### src/rtl/uart_tx_frame_arbiter_if.sv
// Purpose : request/UART-TX bundle for uart_tx_frame_arbiter (frame sources, byte strobe, status).
// Latency : none, wiring only.
// Backpr. : i_tx_active / i_tx_done from the UART pace the byte strobes; requests hold until acked.
// Ports   : slave = arbiter view, master = requesters + UART + status consumer view.
interface uart_tx_frame_arbiter_if #(
    parameter int NUM_REQ   = 3,
    parameter int MAX_BYTES = 12
);
    logic [NUM_REQ-1:0]             i_req;
    logic [NUM_REQ*4-1:0]           i_req_len;
    logic [NUM_REQ*MAX_BYTES*8-1:0] i_req_data;
    logic [NUM_REQ-1:0]             o_req_ack;
    logic                           o_tx_valid;
    logic [7:0]                     o_tx_data;
    logic                           i_tx_active;
    logic                           i_tx_done;
    logic                           o_busy;
    logic [1:0]                     o_grant_id;
    logic                           i_err_clr;
    logic                           o_timeout_err;

    modport slave (
        input  i_req, i_req_len, i_req_data, i_tx_active, i_tx_done, i_err_clr,
        output o_req_ack, o_tx_valid, o_tx_data, o_busy, o_grant_id, o_timeout_err
    );

    modport master (
        output i_req, i_req_len, i_req_data, i_tx_active, i_tx_done, i_err_clr,
        input  o_req_ack, o_tx_valid, o_tx_data, o_busy, o_grant_id, o_timeout_err
    );
endinterface

### src/rtl/uart_tx_frame_arbiter.sv
// Purpose : round-robin arbiter that latches one requester frame and feeds it byte-wise (LSB first,
//           optional XOR checksum) into a single UART TX; watchdog aborts frames on a stuck TX.
// Latency : ack one cycle after the grant edge; first strobe at least one cycle after the ack edge.
// Backpr. : strobes wait while i_tx_active; next byte only after i_tx_done; others wait in i_req.
// Ports   : i_clk, i_rst (async, active high); bus = uart_tx_frame_arbiter_if.slave.
module uart_tx_frame_arbiter #(
    parameter int NUM_REQ      = 3,
    parameter int MAX_BYTES    = 12,
    parameter int ADD_CHECKSUM = 1,
    parameter int TIMEOUT_CLKS = 20000
) (
    input  logic                    i_clk,
    input  logic                    i_rst,
    uart_tx_frame_arbiter_if.slave  bus
);
    localparam int              DW       = MAX_BYTES * 8;
    localparam int              TW       = $clog2(TIMEOUT_CLKS + 1);
    localparam logic [3:0]      MAX_LEN  = 4'(MAX_BYTES);
    localparam logic [TW-1:0]   TMO_LAST = TW'(TIMEOUT_CLKS - 1);

    typedef enum logic [2:0] {IDLE, SEND, WAIT_DONE, CK_SEND, CK_WAIT} state_t;

    state_t               state_q;
    logic [DW-1:0]        data_q;
    logic [3:0]           rem_q;
    logic [7:0]           ck_q;
    logic [TW-1:0]        tmo_q;
    logic [1:0]           ptr_q;
    logic [1:0]           grant_q;
    logic [NUM_REQ-1:0]   ack_q;
    logic                 valid_q;
    logic [7:0]           txd_q;
    logic                 busy_q;
    logic                 err_q;

    logic [NUM_REQ-1:0]   req_eff;
    logic                 win_vld_d;
    logic [1:0]           win_d;
    logic [3:0]           len_raw;
    logic [3:0]           len_d;
    logic [DW-1:0]        data_d;

    // A requester still sees its ack this cycle and has not yet dropped i_req;
    // masking it prevents a zero-length frame from being granted twice.
    assign req_eff = bus.i_req & ~ack_q;

    // First set request after the pointer, wrapping modulo NUM_REQ.
    always_comb begin
        int idx;
        win_vld_d = 1'b0;
        win_d     = ptr_q;
        for (int i = 1; i <= NUM_REQ; i++) begin
            idx = (int'(ptr_q) + i) % NUM_REQ;
            if (!win_vld_d && req_eff[idx]) begin
                win_vld_d = 1'b1;
                win_d     = 2'(idx);
            end
        end
    end

    assign len_raw = bus.i_req_len[int'(win_d)*4 +: 4];
    assign len_d   = (len_raw > MAX_LEN) ? MAX_LEN : len_raw;
    assign data_d  = bus.i_req_data[int'(win_d)*DW +: DW];

    always_ff @(posedge i_clk or posedge i_rst) begin
        if (i_rst) begin
            state_q <= IDLE;
            data_q  <= '0;
            rem_q   <= '0;
            ck_q    <= '0;
            tmo_q   <= '0;
            ptr_q   <= 2'(NUM_REQ - 1);
            grant_q <= '0;
            ack_q   <= '0;
            valid_q <= 1'b0;
            txd_q   <= '0;
            busy_q  <= 1'b0;
            err_q   <= 1'b0;
        end else begin
            ack_q   <= '0;
            valid_q <= 1'b0;
            case (state_q)
                IDLE: begin
                    if (win_vld_d) begin
                        data_q  <= data_d;
                        rem_q   <= len_d;
                        ck_q    <= '0;
                        grant_q <= win_d;
                        ptr_q   <= win_d;
                        ack_q   <= {{(NUM_REQ-1){1'b0}}, 1'b1} << win_d;
                        if (len_d != 4'd0) begin
                            state_q <= SEND;
                            busy_q  <= 1'b1;
                        end
                    end
                end
                SEND: begin
                    if (!bus.i_tx_active) begin
                        valid_q <= 1'b1;
                        txd_q   <= data_q[7:0];
                        data_q  <= data_q >> 8;
                        rem_q   <= rem_q - 4'd1;
                        ck_q    <= ck_q ^ data_q[7:0];
                        tmo_q   <= '0;
                        state_q <= WAIT_DONE;
                    end
                end
                WAIT_DONE: begin
                    if (bus.i_tx_done) begin
                        if (rem_q != 4'd0) begin
                            state_q <= SEND;
                        end else if (ADD_CHECKSUM != 0) begin
                            state_q <= CK_SEND;
                        end else begin
                            state_q <= IDLE;
                            busy_q  <= 1'b0;
                        end
                    end else if (tmo_q == TMO_LAST) begin
                        // Stuck transmitter: drop the rest of the frame and its checksum.
                        err_q   <= 1'b1;
                        state_q <= IDLE;
                        busy_q  <= 1'b0;
                    end else begin
                        tmo_q <= tmo_q + 1'b1;
                    end
                end
                CK_SEND: begin
                    if (!bus.i_tx_active) begin
                        valid_q <= 1'b1;
                        txd_q   <= ck_q;
                        tmo_q   <= '0;
                        state_q <= CK_WAIT;
                    end
                end
                CK_WAIT: begin
                    if (bus.i_tx_done) begin
                        state_q <= IDLE;
                        busy_q  <= 1'b0;
                    end else if (tmo_q == TMO_LAST) begin
                        err_q   <= 1'b1;
                        state_q <= IDLE;
                        busy_q  <= 1'b0;
                    end else begin
                        tmo_q <= tmo_q + 1'b1;
                    end
                end
                default: begin
                    state_q <= IDLE;
                    busy_q  <= 1'b0;
                end
            endcase
            // Clear wins over a timeout raised on the same edge.
            if (bus.i_err_clr) begin
                err_q <= 1'b0;
            end
        end
    end

    assign bus.o_req_ack     = ack_q;
    assign bus.o_tx_valid    = valid_q;
    assign bus.o_tx_data     = txd_q;
    assign bus.o_busy        = busy_q;
    assign bus.o_grant_id    = grant_q;
    assign bus.o_timeout_err = err_q;
endmodule

### src/flat_wrapper.sv
// flat-port wrapper written by rule: the top's interface ports become plain ports
module uart_tx_frame_arbiter_flat 
#(
    parameter int NUM_REQ      = 3,
    parameter int MAX_BYTES    = 12,
    parameter int ADD_CHECKSUM = 1,
    parameter int TIMEOUT_CLKS = 20000
)
  (i_clk, i_rst, bus_i_req, bus_i_req_len, bus_i_req_data, bus_i_tx_active, bus_i_tx_done, bus_i_err_clr, bus_o_req_ack, bus_o_tx_valid, bus_o_tx_data, bus_o_busy, bus_o_grant_id, bus_o_timeout_err);
  uart_tx_frame_arbiter_if #(.NUM_REQ(NUM_REQ), .MAX_BYTES(MAX_BYTES)) bus_i ();
  input  logic i_clk;
  input  logic i_rst;
  input wire logic [$bits(bus_i.i_req)-1:0] bus_i_req;
  input wire logic [$bits(bus_i.i_req_len)-1:0] bus_i_req_len;
  input wire logic [$bits(bus_i.i_req_data)-1:0] bus_i_req_data;
  input wire logic [$bits(bus_i.i_tx_active)-1:0] bus_i_tx_active;
  input wire logic [$bits(bus_i.i_tx_done)-1:0] bus_i_tx_done;
  input wire logic [$bits(bus_i.i_err_clr)-1:0] bus_i_err_clr;
  output wire logic [$bits(bus_i.o_req_ack)-1:0] bus_o_req_ack;
  output wire logic [$bits(bus_i.o_tx_valid)-1:0] bus_o_tx_valid;
  output wire logic [$bits(bus_i.o_tx_data)-1:0] bus_o_tx_data;
  output wire logic [$bits(bus_i.o_busy)-1:0] bus_o_busy;
  output wire logic [$bits(bus_i.o_grant_id)-1:0] bus_o_grant_id;
  output wire logic [$bits(bus_i.o_timeout_err)-1:0] bus_o_timeout_err;
  assign bus_i.i_req = bus_i_req;
  assign bus_i.i_req_len = bus_i_req_len;
  assign bus_i.i_req_data = bus_i_req_data;
  assign bus_i.i_tx_active = bus_i_tx_active;
  assign bus_i.i_tx_done = bus_i_tx_done;
  assign bus_i.i_err_clr = bus_i_err_clr;
  assign bus_o_req_ack = bus_i.o_req_ack;
  assign bus_o_tx_valid = bus_i.o_tx_valid;
  assign bus_o_tx_data = bus_i.o_tx_data;
  assign bus_o_busy = bus_i.o_busy;
  assign bus_o_grant_id = bus_i.o_grant_id;
  assign bus_o_timeout_err = bus_i.o_timeout_err;
  uart_tx_frame_arbiter #(.NUM_REQ(NUM_REQ), .MAX_BYTES(MAX_BYTES), .ADD_CHECKSUM(ADD_CHECKSUM), .TIMEOUT_CLKS(TIMEOUT_CLKS)) u_core (.i_clk(i_clk), .i_rst(i_rst), .bus(bus_i));
endmodule
### config.mk
export PLATFORM = sky130hd
export DESIGN_NAME = uart_tx_frame_arbiter_flat
export DESIGN_NICKNAME = d
export VERILOG_FILES = /design/src/rtl/uart_tx_frame_arbiter_if.sv /design/src/rtl/uart_tx_frame_arbiter.sv /design/src/flat_wrapper.sv
export SDC_FILE = /design/constraint.sdc
export NUM_CORES = 1
export LEC_CHECK = 0
export CAP_MARGIN = 20
export CORE_AREA = 4 4 141 143
export DETAILED_ROUTE_END_ITERATION = 8
export DIE_AREA = 0 0 145 147
export HOLD_SLACK_MARGIN = 0.02
export PLACE_DENSITY = 0.85
export SETUP_SLACK_MARGIN = 0.02
export SYNTH_ARGS = -nofsm -noshare
export SYNTH_HDL_FRONTEND = slang
export SYNTH_SLANG_ARGS = --single-unit
### constraint.sdc
create_clock -name i_clk -period 15.31 [get_ports i_clk]
set_input_delay 3.062 -clock i_clk [delete_from_list [all_inputs] [get_ports i_clk]]
set_output_delay 3.062 -clock i_clk [all_outputs]
set_load 0.005 [all_outputs]
* Word level (Yosys, flattened, before mapping)
Cells that the tools add are included.
** Storage, ports and cells
- Bits in registers :: 144
** Operators by class
- $add $sub $neg :: 5
- Multipliers :: 1
- Div/mod/pow operators :: 3
- Order comparisons :: 4
- Eq/ne operators :: 14
- Shift-type cells :: 3
- Multiplexer cells :: 55
- Bitwise operators :: 4
- Reduce and logical (&&, ||, !) cells :: 21
** Operators with widths (number)
- $shiftx 288x32->96 :: 1
- $mux 96 :: 2
- $pmux 96 s2 :: 1
- $lt 32x4->1 const B :: 3
- $mod 32x3->32 const B :: 3
- $mux 15 :: 3
- $mux 8 :: 4
- $pmux 8 s2 :: 2
- $pmux 15 s2 :: 1
- $mux 3 :: 9
- $mux 1 :: 20
- $add 15x1->15 const B :: 1
- $eq 15x15->1 const B :: 1
- $pmux 3 s5 :: 1
- $mux 4 :: 3
- $ne 2x2->1 const B :: 6
- $reduce_and 4->1 :: 3
- $shiftx 12x5->4 :: 1
- $reduce_bool 2->1 :: 5
- $reduce_and 3->1 :: 3
- $mux 2 :: 4
- $pmux 4 s2 :: 1
- $reduce_bool 4->1 :: 2
- $xor 8x8->8 :: 1
- 20 further kinds :: 29

* Longest topological paths before layout
Gate-level depths: netlist (run 1).
- Word-level depth :: 19
- Depth in mapped cells :: 14

* Worst setup path after synthesis (run 1)
Ideal clock, no wire load.
- Path kind :: input to register
- From :: input port bus_i_req[0]
- To :: register u_core.rem_q[2]
- Arrival time :: 4926 ps
- Path slack :: 10263 ps
- Stages on the path :: 10
- Path buffers :: 2
- Path through :: or3b_1 o211ai_2 nor2_1 and2_1 or4_1 clkbuf_1 nand2_1 buf_4 o21ai_0 a22o_1
** On the way
- Cells in the longest elaborated chain, start to end :: 16
- Elaborated cells on any way between the ends :: 27
** RTL lines
- start, declared :: RTL line flat_wrapper.sv:13 : input wire logic [$bits(bus_i.i_req)-1:0] bus_i_req;
- $and 3x3->3 (*) :: RTL line uart_tx_frame_arbiter.sv:45 : assign req_eff = bus.i_req & ~ack_q;
- $bmux 1 s2 :: RTL line uart_tx_frame_arbiter.sv:54 : if (!win_vld_d && req_eff[idx]) begin
- $mux 1 (implied by the code) (2 in a row) :: RTL line uart_tx_frame_arbiter.sv:54
- $mux 1 :: RTL line uart_tx_frame_arbiter.sv:54
- $logic_not 1->1 :: RTL line uart_tx_frame_arbiter.sv:54
- $logic_and 1x1->1 :: RTL line uart_tx_frame_arbiter.sv:54
- $mux 1 :: RTL line uart_tx_frame_arbiter.sv:54
- $logic_not 1->1 :: RTL line uart_tx_frame_arbiter.sv:54
- $logic_and 1x1->1 :: RTL line uart_tx_frame_arbiter.sv:54
- $mux 2 :: RTL line uart_tx_frame_arbiter.sv:54
- $shiftx 12x5->4 :: RTL line uart_tx_frame_arbiter.sv:61 : assign len_raw = bus.i_req_len[int'(win_d)*4 +: 4];
- $gt 4x4->1 :: RTL line uart_tx_frame_arbiter.sv:62 : assign len_d = (len_raw > MAX_LEN) ? MAX_LEN : len_raw;
- $mux 4 :: RTL line uart_tx_frame_arbiter.sv:62
- $mux 4 :: RTL line uart_tx_frame_arbiter.sv:84 : if (win_vld_d) begin
- $pmux 4 s2 :: RTL line uart_tx_frame_arbiter.sv:82 : case (state_q)
- end signal, assigned :: RTL line uart_tx_frame_arbiter.sv:86 : rem_q <= len_d;
- end signal, assigned :: RTL line uart_tx_frame_arbiter.sv:102 : rem_q <= rem_q - 4'd1;
- end, declared :: RTL line uart_tx_frame_arbiter.sv:25 : logic [3:0] rem_q;
Mark *: on every way between the ends. The rest lies on a longest branch, timed or not. The select of a mux whose other input is x is not followed.
A chain may end at the register's enable or synchronous reset.

* Final worst setup path (run 1)
- From :: input port bus_i_req[0]
- To :: register u_core.busy_q, in the netlist u_core.bus.o_busy
** On the way
- Cells in the longest elaborated chain, start to end :: 17
- Elaborated cells on any way between the ends :: 27
** RTL lines
- $and 3x3->3 (*) :: RTL line uart_tx_frame_arbiter.sv:45
- $bmux 1 s2 :: RTL line uart_tx_frame_arbiter.sv:54
- $mux 1 (implied by the code) (2 in a row) :: RTL line uart_tx_frame_arbiter.sv:54
- $mux 1 :: RTL line uart_tx_frame_arbiter.sv:54
- $logic_not 1->1 :: RTL line uart_tx_frame_arbiter.sv:54
- $logic_and 1x1->1 :: RTL line uart_tx_frame_arbiter.sv:54
- $mux 1 :: RTL line uart_tx_frame_arbiter.sv:54
- $logic_not 1->1 :: RTL line uart_tx_frame_arbiter.sv:54
- $logic_and 1x1->1 :: RTL line uart_tx_frame_arbiter.sv:54
- $mux 2 :: RTL line uart_tx_frame_arbiter.sv:54
- $shiftx 12x5->4 :: RTL line uart_tx_frame_arbiter.sv:61
- $gt 4x4->1 :: RTL line uart_tx_frame_arbiter.sv:62
- $mux 4 :: RTL line uart_tx_frame_arbiter.sv:62
- $reduce_bool 4->1 :: RTL line uart_tx_frame_arbiter.sv:91 : if (len_d != 4'd0) begin
- $ne 2x1->1 (no source line)
- $reduce_and 4->1 (no source line) (*)
- end signal, assigned :: RTL line uart_tx_frame_arbiter.sv:77 : busy_q <= 1'b0;
- end signal, assigned :: RTL line uart_tx_frame_arbiter.sv:93 : busy_q <= 1'b1;
- end signal, assigned :: RTL line uart_tx_frame_arbiter.sv:116 : busy_q <= 1'b0;
- end, declared :: RTL line uart_tx_frame_arbiter.sv:33 : logic busy_q;
Marks and branches as above.

==> results of run 1 <==
-- metal layers --
| metal | vias to the layer above | routed length (um) | share of wire [%] | global-route usage [%] |
|---|---|---|---|---|
| met3 | 58 | 1860 | 6.8 | 5.68 |
| li1 | 4314 | - | - | - |
| met4 | 0 | 732 | 2.7 | 8.22 |
| met2 | 387 | 13700 | 50 | 43.6 |
| met1 | 4169 | 10900 | 40 | 30.5 |
| met5 | - | 0 | 0 | 0 |
-- cell usage in the layout (no fill, tap or decap), drive strengths merged, types with 5 or more instances in the layout --
cell type,count
nand2b,5
ha,6
nor3,8
nand4bb,5
xor2,16
clkdlybuf4s50,323
o21ai,113
clkbuf,23
dfrtp,142
a21oi,116
mux2i,108
nand3,14
nor2,139
buf,8
nand2,111
inv,10
o221ai,88
-- per-stage QoR --
step,setup slack [ns],cells,power (uW),cell area [um2]
after global placement,8.15,1511,2540,12100
final,8.36,1543,2990,12700
after detailed placement,7.99,1511,2590,12100
after CTS,8.38,1542,3000,12700
after global routing,8.08,1543,3250,12700
after floorplan,8.41,1042,2230,8990
-- synth_stat cells, types with 5 or more instances --
cell type  count
nand3_1       14
nand4bb_1      5
nor3_1         8
buf_6         11
buf_1          6
o21ai_0       21
a21oi_1      116
o21ai_1       92
mux2i_1      108
xor2_1        16
nor2_1       139
nand2b_1       5
nand2_1      110
dfrtp_1      142
clkbuf_1      35
ha_1           6
buf_2         42
o221ai_1      88
inv_1         10
-- power by group --
part           internal [uW]  switching [uW]  total (uW)
sequential               554             115         670
combinational            771            1160        1930
clock                    236             158         394
-- critical path: cells and delay by family --
family	cells	cell delay [ns]
multiplexers	1	0.31
buffers and inverters	3	1.99
AO/OA/AOI/OAI	4	0.98
AND/OR/NAND/NOR	3	0.80
-- layout make-up --
cell class | count | area, um2 | share of cell area, %
multi-input cells | 793 | 4900 | 38.7
flip-flops and latches | 143 | 3580 | 28.2
repair buffers | 331 | 3290 | 26.0
clock buffers | 23 | 478 | 3.77
well taps | 234 | 293 | 2.31
clock inverters | 8 | 83.8 | 0.661
inverters | 10 | 42.5 | 0.336
diodes | 1 | 2.50 | 0.0197
-- cell families (layout without fill, tap and decap cells) --
kind of cell / after synthesis / in the layout / share of synthesized area (%)
compound gates: 345 / 345 / 24.0
xor+xnor: 20 / 20 / 1.95
fa+ha+maj: 6 / 6 / 0.835
buf+inv: 106 / 372 / 6.01
flops: 143 / 143 / 39.8
mux: 109 / 109 / 12.2
other cells: 0 / 1 / 0
simple gates: 313 / 313 / 15.3
-- registers in the layout (all words and copies together), names as in the netlist --
register	cells
u_core.bus.o_tx_data	8
u_core.data_q	96
u_core.tmo_q	15
u_core.state_q	3
u_core.bus.o_grant_id	2
u_core.ptr_q	1
u_core.bus.o_tx_valid	1
u_core.bus.o_timeout_err	1
u_core.ck_q	8
u_core.bus.o_req_ack	3
u_core.bus.o_busy	1
u_core.rem_q	4
-- worst max path at each step --
stage | from | end | slack, ns | cells past startpoint
after global placement | bus_i_req[0] | u_core.rem_q[3] | 8.15 | 10
after detailed placement | bus_i_req[0] | u_core.data_q[86] | 7.99 | 11
after global routing | bus_i_req[0] | u_core.bus.o_busy | 8.08 | 11
final | bus_i_req[0] | u_core.bus.o_busy | 8.36 | 11
after CTS | bus_i_req[0] | u_core.bus.o_busy | 8.38 | 11
after floorplan | i_rst | u_core.bus.o_busy | 8.41 | 1
==> results.json, run 1 <==
{
  "outcome": "completed",
  "initial_core_util_pct": 48.4,
  "yosysWarnings": 0,
  "h-tree-depth": 4,
  "drc_errors": 0,
  "cp.required_ns": 15.56,
  "synth_top_area_cell": "dfrtp_1",
  "root_buffer": "clkbuf_16",
  "cts_setup_buffers": 0,
  "min_path_cells": 2,
  "rsz0062_at_grt": "false",
  "die_y_um": 147,
  "drtIter0Drc": 665,
  "worst_pin_slew_ns": 1.04,
  "die_w_um": 145,
  "drtAntennaViolNets": 0,
  "synth-seq-area-share_pct": 39.8,
  "synthTopCellsByArea": "dfrtp_1 (40%), mux2i_1 (12%), o221ai_1 (8.6%), a21oi_1 (6.5%), nor2_1 (5.8%)",
  "dp_hpwl_mm": 19.6,
  "p_per_area_nw_per_um2": 236,
  "worstReg2RegEnd": "u_core.bus.o_busy",
  "hold_class": "register to register",
  "whs_ns": 0.512,
  "hold_buffers": 0,
  "crit_path_max_fanout": 62,
  "cts.repair.resized": 0,
  "p_leak_uw": 0.00508,
  "rows": 50,
  "io_buffers": 323,
  "ys_seq_elements": 143,
  "fin_tns_setup_ns": 0,
  "synth.top_cell.area_share_pct": 39.5,
  "reg2reg_slack_ns": 10.44,
  "hold_start": "u_core.data_q[91]",
  "netlist_area_um2": 8990,
  "cp_cell_sequence": "clkdlybuf4s50_1 > or3b_1 > o211ai_2 > nor2_1 > a22oi_2 > buf_4 > buf_4 > mux2i_1 > o22ai_1 > nor4_2 > o21ai_1",
  "cts_sinks": 143,
  "synthCells": 1042,
  "crit_path_frequent_cell": "buf_4",
  "drv_slew": 0,
  "worstSetupPathType": "input pin to register",
  "period_needed_ns": 6.95,
  "async_flop_share_pct": 100,
  "fin_crit_sh_pct": 45.4,
  "setup_violations": 0,
  "fill_cells": 1531,
  "syn_nets": 1356,
  "max-vdd-ir-drop_v": 0.000159,
  "clk_latency_ns": 0.42,
  "gp_congestion": 0.902,
  "routed_via_density": 5.79,
  "clock_path_buffers": 2,
  "worst_path_largest_cell_delay_ns": 0.88,
  "first_global_vias": 8700,
  "finish.utilization_pct": 68.2,
  "ys.flop_type": "dfrtp_1",
  "track_usage_pct": 24.9,
  "vias": 8928,
  "r2r_cells": 12,
  "finClkSkew_ns": 0.00748,
  "synth_enable_flop_cells": 0,
  "cts_buffers": 17,
  "ys_types": 60,
  "cts_tree": "done",
  "dieArea_um2": 21300,
  "grt_start_max_net_pins": 103,
  "ios": 324,
  "drt_wl_total_mm": 27.2,
  "final_nets": 1610,
  "grt_pass1_wl_mm": 43.5,
  "area.growth.synth_to_final_pct": 41.0,
  "maxCapViolations": 0,
  "clock.fmax_mhz": 144,
  "post_synth.cell_area_avg_um2": 8.63,
  "r2r-start": "u_core.bus.o_grant_id[0]",
  "wl_per_cell_um": 17.6,
  "clkTransAtPathRegs_ns": 0.06,
  "crit_arrival_ns": 7.21,
  "maxSlewHeadroom_pct": 31.0,
  "drive_gt1_share_pct": 3.75,
  "grt_antenna_before_repair": 1,
  "worst_setup_path_start_kind": "input pin",
  "holdPathEnd": "u_core.data_q[91]",
  "overflow": 0,
  "core_um2": 18600,
  "final_hold_viol_count": 0,
  "dr.pass1.iters": 5,
  "cp_slowest_cell": "buf_4",
  "crit_path_end_kind": "register"
}
Power figures use the tool's default switching activity.
==> inputs of run 2 (changes only) <==
CORE_AREA = 4 4 154 156   (was 4 4 141 143)
DIE_AREA = 0 0 158 160   (was 0 0 145 147)
PLACE_DENSITY = 0.76   (was 0.85)
clock period = 6.27 ns   (was 15.31 ns; I/O delays follow)
==> run 2 against run 1 <==
Clock power grew to 2.6 times the previous value. Count of clock-buffer cells in the layout is 3 lower. Global-route usage is 4.5 points lower.
==> results.json, run 2 (synthesized netlist as in run 1, its figures left out) <==
{
  "regMostFlops": "u_core.data_q",
  "rsz0062_at_grt": "false",
  "die_y_um": 160,
  "largest_register_ffs": 96,
  "period_needed_ns": 4.30,
  "clkTransAtPathRegs_ns": 0.06,
  "grt_use_met2_pct": 35.3,
  "maxSlewHeadroom_pct": 30.5,
  "max-vdd-ir-drop_v": 0.000411,
  "setup_violations": 0,
  "hold_buffers": 0,
  "worst_setup_path_start_kind": "input pin",
  "root_buffer": "clkbuf_16",
  "clock_path_buffers": 2,
  "grt_util_met3_pct": 6.15,
  "dp_hpwl_mm": 20.3,
  "cts.repair.resized": 0,
  "drtAntennaViolNets": 0,
  "vias": 8786,
  "grt_antenna_before_repair": 0,
  "dr.pass1.iters": 5,
  "initial_core_util_pct": 40.2,
  "worst_pin_slew_ns": 1.03,
  "drt_wl_total_mm": 27.3,
  "p_leak_uw": 0.00514,
  "crit_path_max_fanout": 43,
  "core_um2": 22400,
  "first_global_vias": 8474,
  "gp_congestion": 0.860,
  "area.growth.synth_to_final_pct": 43.1,
  "ios": 324,
  "fin_crit_sh_pct": 68.6,
  "clock.fmax_mhz": 232,
  "drv_slew": 0,
  "cts_tree": "done",
  "largestRegisters": "u_core.data_q x96, u_core.tmo_q x15",
  "p_per_area_nw_per_um2": 579,
  "h-tree-depth": 4,
  "grt_pass1_wl_mm": 41.7,
  "track_usage_pct": 20.4,
  "drc_errors": 0,
  "clk_latency_ns": 0.42,
  "drive_gt1_share_pct": 4.34,
  "fin_tns_setup_ns": 0,
  "crit_path_end_kind": "register",
  "rows": 55,
  "drtIter0Drc": 475,
  "io_buffers": 323,
  "most-common-layout-cells": "clkdlybuf4s50_1 (323), dfrtp_1 (142), nor2_1 (139)",
  "maxCapViolations": 0,
  "grtUsageMet1_pct": 24.6,
  "finClkSkew_ns": 0.00899,
  "cts_sinks": 143,
  "busiest_layer": "met2",
  "final_hold_viol_count": 0,
  "overflow": 0,
  "worstSetupPathType": "input pin to register",
  "crit_arrival_ns": 4.64,
  "final_nets": 1615,
  "reg2reg_slack_ns": 2.26,
  "grt_start_max_net_pins": 130,
  "hold_class": "register to register",
  "routed_via_density": 5.49,
  "outcome": "completed",
  "layout_commonest_cell": "clkdlybuf4s50_1",
  "dieArea_um2": 25300,
  "wl_per_cell_um": 17.1,
  "cts_setup_buffers": 0,
  "cp.required_ns": 6.61,
  "cts_buffers": 17,
  "power_uw": 7450,
  "finish.utilization_pct": 57.5,
  "diodes": 0,
  "die_w_um": 158
}
## run 2: changes by cell type in the layout (fill, tap and decap cells not counted)
| cell | previous run | this run |
|---|---|---|
| bufinv_16 | 1 | 2 |
| clkinv_4 | 3 | 2 |
| buf_12 | 0 | 3 |
| clkinvlp_4 | 3 | 2 |
| inv_6 | 1 | 4 |
| buf_16 | 0 | 1 |
| clkbuf_1 | 3 | 1 |
| clkinv_2 | 1 | 3 |
| diode_2 | 1 | 0 |
| buf_4 | 8 | 9 |
| clkbuf_8 | 3 | 2 |
## run 2: final cells by class
type	count	area, um2
flip-flops and latches	143	3580
clock inverters	12	134
fillers	2020	9500
well taps	285	357
multi-input cells	793	4900
repair buffers	336	3390
inverters	10	42.5
clock buffers	20	457
## run 2: metrics by stage
step / std cells / worst slack (ns) / instance area (um2) / hold WS [ns]
detailed placement: 1566 / 1.58 / 12200 / 0.490
global placement: 1566 / 1.68 / 12200 / 0.488
finish: 1599 / 1.97 / 12900 / 0.497
CTS: 1598 / 2.00 / 12800 / 0.504
floorplan: 1042 / 1.18 / 8990 / 0.469
global route: 1599 / 1.72 / 12900 / 0.541
## run 2: where the power goes
group          switching [uW]  internal [uW]  total, uW
sequential                286           1350       1640
combinational            2830           1980       4810
clock                     398            609       1010
total                    3510           3940       7450
## run 2: final timing paths
kind	startpoint	to	cells past startpoint
setup / recovery	bus_i_req[0]	u_core.data_q[25]	10
hold / removal	u_core.bus.o_timeout_err	u_core.bus.o_timeout_err	2
setup reg to reg	u_core.bus.o_grant_id[0]	u_core.data_q[25]	11
hold reg to reg	u_core.bus.o_timeout_err	u_core.bus.o_timeout_err	2
max in group asynchronous	i_rst	u_core.data_q[19]	3
min in group asynchronous	i_rst	u_core.tmo_q[1]	2
## run 2: metal layers
metal  share of wire, %  routed length [um]  vias to the layer above
met5                  0                   0                        -
met4                1.3                 346                        0
met3                8.4                2290                       25
met2                 50               13800                      330
met1                 40               10900                     4099
li1                   -                   -                     4332
## run 2: worst max-delay path, cell delays in order
cell,delay [ns]
clkdlybuf4s50_1,0.53
or3b_1,0.42
o211ai_2,0.23
nor2_1,0.09
and2_1,0.18
or4_1,0.77
nand2_4,0.51
buf_4,0.41
nor2_1,0.07
a21oi_1,0.14
